### config.mk
export PLATFORM = sky130hd
export DESIGN_NAME = rr_mux_arbiter
export DESIGN_NICKNAME = d
export VERILOG_FILES = /design/src/rtl/rr_mux_arbiter_pkg.sv /design/src/rtl/rr_mux_arbiter_rr_pick4.sv /design/src/rtl/rr_mux_arbiter.sv
export SDC_FILE = /design/constraint.sdc
export NUM_CORES = 1
export LEC_CHECK = 0
export CAP_MARGIN = 20
export CELL_PAD_IN_SITES_DETAIL_PLACEMENT = 1
export CELL_PAD_IN_SITES_GLOBAL_PLACEMENT = 1
export CORE_ASPECT_RATIO = 0.8
export CORE_UTILIZATION = 25
export DETAILED_ROUTE_END_ITERATION = 10
export PLACE_DENSITY = 0.86
export SYNTH_ARGS = -nofsm -noshare
export SYNTH_HDL_FRONTEND = slang
export SYNTH_SLANG_ARGS = --single-unit
### constraint.sdc
create_clock -name clk -period 1.9 [get_ports clk]
set_clock_uncertainty 0.15 [all_clocks]
set_input_delay 0.285 -clock clk [delete_from_list [all_inputs] [get_ports clk]]
set_output_delay 0.285 -clock clk [all_outputs]
set_load 0.03 [all_outputs]
### src/rtl/rr_mux_arbiter_pkg.sv
// Shared types and constants for the 4-channel round-robin mux arbiter.
package rr_mux_arbiter_pkg;

   localparam int NUM_CH      = 4;
   localparam int SEL_W       = 2;
   localparam int STATS_CNT_W = 16;

   typedef logic [SEL_W-1:0] sel_t;

   typedef enum logic {
      EMPTY = 1'b0,
      FULL  = 1'b1
   } state_t;

   // One-hot channel vector for a select code.
   function automatic logic [NUM_CH-1:0] sel_onehot(input sel_t s);
      logic [NUM_CH-1:0] one;
      one = {{(NUM_CH-1){1'b0}}, 1'b1};
      return one << s;
   endfunction

endpackage

### src/rtl/rr_mux_arbiter_rr_pick4.sv
// Combinational round-robin picker: searches ptr+1 .. ptr+4 (mod 4) and
// returns the first requesting channel. Reusable by any scheduler that
// feeds the 4:1 case mux.
module rr_pick4
   import rr_mux_arbiter_pkg::*;
(
   input  logic [NUM_CH-1:0] req,
   input  sel_t              ptr,
   output logic              any,
   output sel_t              winner
);

   sel_t idx;
   logic found;

   // Rotating priority search starting just after the last grant.
   always_comb begin
      any    = |req;
      winner = ptr;
      found  = 1'b0;
      idx    = '0;
      for (int k = 1; k <= NUM_CH; k++) begin
         idx = ptr + sel_t'(k);
         if (!found && req[idx]) begin
            winner = idx;
            found  = 1'b1;
         end
      end
   end

endmodule

### src/rtl/rr_mux_arbiter.sv
// Registered 4-channel round-robin arbiter upstream of the 4:1 case mux.
// Optional per-channel grant counters: define RR_MUX_ARBITER_STATS_EN.
//
// state | meaning
// ------+-------------------------------------------
// EMPTY | output register holds nothing (out_valid=0)
// FULL  | output register holds a word  (out_valid=1)
module rr_mux_arbiter
   import rr_mux_arbiter_pkg::*;
#(
   parameter int DATA_W    = 2,
   parameter int RESET_PTR = 3
) (
   input  logic                     clk,
   input  logic                     rst,
   input  logic [NUM_CH-1:0]        req_valid,
   input  logic [NUM_CH*DATA_W-1:0] req_data,
   output logic [NUM_CH-1:0]        req_ready,
   output logic                     out_valid,
   output logic [DATA_W-1:0]        out_data,
   output logic [SEL_W-1:0]         out_src,
   input  logic                     out_ready
`ifdef RR_MUX_ARBITER_STATS_EN
   ,
   output logic [NUM_CH*STATS_CNT_W-1:0] grant_cnt
`endif
);

   state_t            state_q, state_d;
   logic [DATA_W-1:0] out_data_q, out_data_d;
   sel_t              out_src_q, out_src_d;
   sel_t              ptr_q, ptr_d;

   logic              any;
   sel_t              winner;
   logic              load;
   logic              drain;
   logic [DATA_W-1:0] win_data;

   rr_pick4 u_pick (
      .req    (req_valid),
      .ptr    (ptr_q),
      .any    (any),
      .winner (winner)
   );

   assign out_valid = (state_q == FULL);
   assign out_data  = out_data_q;
   assign out_src   = out_src_q;

   // Handshake decode, grant and next-state of the output stage.
   always_comb begin
      state_d    = state_q;
      out_data_d = out_data_q;
      out_src_d  = out_src_q;
      ptr_d      = ptr_q;
      drain      = out_valid & out_ready;
      load       = any & (!out_valid | out_ready);
      win_data   = req_data[int'(winner)*DATA_W +: DATA_W];
      req_ready  = '0;
      if (load && !rst) begin
         req_ready = sel_onehot(winner);
      end
      if (load) begin
         state_d    = FULL;
         out_data_d = win_data;
         out_src_d  = winner;
         ptr_d      = winner;
      end else if (drain) begin
         state_d = EMPTY;
      end
   end

   // Output stage and last-grant pointer; reset discards any held word.
   always_ff @(posedge clk) begin
      if (rst) begin
         state_q    <= EMPTY;
         out_data_q <= '0;
         out_src_q  <= '0;
         ptr_q      <= sel_t'(RESET_PTR);
      end else begin
         state_q    <= state_d;
         out_data_q <= out_data_d;
         out_src_q  <= out_src_d;
         ptr_q      <= ptr_d;
      end
   end

`ifdef RR_MUX_ARBITER_STATS_EN
   logic [STATS_CNT_W-1:0] cnt_q [NUM_CH];
   logic [STATS_CNT_W-1:0] cnt_d [NUM_CH];

   // Saturating per-channel grant counters.
   always_comb begin
      for (int i = 0; i < NUM_CH; i++) begin
         cnt_d[i] = cnt_q[i];
         if (req_valid[i] && req_ready[i] && (cnt_q[i] != '1)) begin
            cnt_d[i] = cnt_q[i] + STATS_CNT_W'(1);
         end
      end
   end

   // Counter registers.
   always_ff @(posedge clk) begin
      for (int i = 0; i < NUM_CH; i++) begin
         if (rst) begin
            cnt_q[i] <= '0;
         end else begin
            cnt_q[i] <= cnt_d[i];
         end
      end
   end

   // Pack counters onto the flat output, channel 0 in the low bits.
   always_comb begin
      grant_cnt = '0;
      for (int i = 0; i < NUM_CH; i++) begin
         grant_cnt[i*STATS_CNT_W +: STATS_CNT_W] = cnt_q[i];
      end
   end
`endif

endmodule

==> results.cfg <==
[route]
dr.pass1.iters = 2
via_count = 528
route.final.wire_length_um = 1710
viasPerCell = 4.63
drtIter0Drc = 2
wl_per_cell_um = 15.0
drc = 0
final_antenna_net_count = 0

[logic_synthesis]
synth_common_cells = 8 x nor2_1, 7 x dfxtp_1, 5 x mux2i_1, 4 x a21oi_1, 3 x nand2b_1
synth_top_cell_area_share_pct = 32.2
yosys-top-cells-area = dfxtp_1 32%, mux2i_1 11%, nor2_1 6.9%, buf_6 5.2%, a21oi_1 4.6%
synthArstFlopShare_pct = 0
synth_most_common_cell = nor2_1
ys_ff_latch = 7
ys.flop_type = dfxtp_1
synth_edf_count = 0
yosys_warnings = 0
ys_seq_area_share_pct = 32.2
yosysUniqueCellTypes = 22
synth_top_area_cell = dfxtp_1
syn-cell-area_um2 = 435
syn_nets = 64
syn_inst = 49
syn_avg_cell_area_um2 = 8.89

[global_routing]
grt_pass1_vias = 504
overflow = 0
antenna_found_initial = 0
grt_pass1_wl_um = 2360
grt_usage_pct = 17.0
grt_max_degree = 8

[critical_path]
path_cells = and3b_1, a211o_1, o31ai_2, nand2b_4, buf_4, nor2_2, buf_6
crit_arrival_ns = 1.56
worst_setup_path_end_kind = primary output
cp_slowest_stage_delay_ns = 0.37
crit_type = flip-flop to primary output
crit_required_ns = 1.46
cp_max_fo = 6
crit_slowest_cell = dfxtp_4
crit_path_start_kind = flip-flop

[sta]
maxSlewViolCount = 0
slew_headroom_pct = 78.3
timing.final.crit_share_pct = 105
rsz0062_at_grt = yes
period_needed_ns = 2.00
setup-tns-final_ns = -0.355
worst_slack_ns = -0.0962
worst_slew_pin_slew_ns = 0.324
fmax_mhz = 501
hold_ws_ns = 0.356
setup_viol = 4
finalHoldViolations = 0

[power_and_ir_drop]
power_density_nw_per_um2 = 681
leakage_uw = 0.000410
ir_worst_vdd_v = 0.000385

[floorplanning]
die_y_um = 39.3
die_area_um2 = 1910
dieWidth_um = 48.7
boundaryPins = 24
core_um2 = 1630
start_util_pct = 26.8
row_count = 13

[place]
post-place-cells = 106
port_buffers = 23
place_ws_ns = -0.662
dpl_cell_area_um2 = 781
dpl.hpwl_um = 1160
place.gp.congestion = 0.799

[status]
status = finished, violations left
failed_checks = setup timing

[final_layout]
nNetsFinal = 108
drive_gt1_share_pct = 43.5
syn2layout_area_growth_pct = 108
fill_cells = 193
diodes = 0
final_cell_area_um2 = 905
layoutNonFillerInstCount = 114

[cts]
cts-htree-levels = 1
clock-sinks = 7
tritoncts = yes
cts_hold_buf = 0
insertion_delay_ns = 0.24
root_buffer = clkbuf_4
clk_pin_slew_ns = 0.05
numCtsBuffers = 3
clk_path_buf_depth = 2

[hold_path]
worstHoldPathType = flip-flop to flip-flop

[job]
maxCapViolCount = 0
[critical path: cells and delay by family (launching register included)]
family / cells / cell delay, ns
and+or+nand+nor: 3 / 0.39
DFF: 1 / 0.37
AOI/OAI and AO/OA: 2 / 0.30
buffers and inverters: 2 / 0.25
[final timing paths]
path | start | to | slack [ns] | cells past startpoint
worst min register to register | out_data[1] | out_data[1] | 0.36 | 2
worst max register to register | ptr_q[0] | out_data[0] | 0.11 | 7
worst max-delay path | ptr_q[1] | req_ready[2] | -0.1 | 7
worst min-delay path | out_data[1] | out_data[1] | 0.36 | 2
[layer usage]
layer  vias to the layer above  part of all wire (%)  global-route usage (%)  wire (um)
met5                         -                     0                       0          0
met4                         0                  0.29                    8.82          5
met3                         2                   1.8                    1.16         30
met2                        11                    51                    29.5        873
met1                       249                    47                    21.9        799
li1                        266                     -                       -          -
[repair_timing]
item | CTS | global route
gates cloned | 0 | 0
gates resized for setup | 15 | 16
setup buffers | 3 | 1
setup endpoints to repair | 6 | 4
pin swaps | 4 | 4
[state kept, by name (all words and copies together) (netlist names)]
signal and cells:
out_data 2, out_valid 1, out_src 2, ptr_q 2
[cell usage in the layout, fill, tap and decap left out, types with 2 or more instances in the layout]
cell type,Yosys,final
clkdlybuf4s50_1,0,15
o221ai_1,2,2
buf_6,2,4
nand3b_1,2,2
nor2_4,0,3
a211oi_1,2,2
dlygate4sd2_1,0,4
mux2i_1,5,5
nand2b_4,0,3
nor2_1,8,4
clkbuf_4,0,3
buf_4,0,17
dfxtp_1,7,5
a21oi_1,4,4
[cell type report]
cell class                      count  area, um^2  area share [%]
Multi-Input combinational cell     37         314            34.7
Tap cell                           22        27.5            3.04
Timing Repair Buffer               41         378            41.8
Sequential cell                     7         145            16.0
Inverter                            3        13.8            1.52
Clock buffer                        4        26.3            2.90
[where the power goes]
group	internal [uW]	leakage, uW	switching, uW
Sequential	167	0.0000582	15.1
Combinational	158	0.000337	143
Clock	80.0	0.0000150	53.2
[stage by stage]
stage | utilization (%) | power (uW)
after global routing | 55.6 | 648
after floorplan | - | 309
after CTS | 52.2 | 587
after detailed placement | 48.0 | 430
after global placement | 48.0 | 423
final | 55.6 | 616
[kinds of logic after synthesis]
group           synth area share, %
flops                          32.2
simple gates                   24.4
mux                            11.5
compound gates                 23.6
buf+inv                        8.33
No activity file was read; power rests on OpenSTA's default activity.
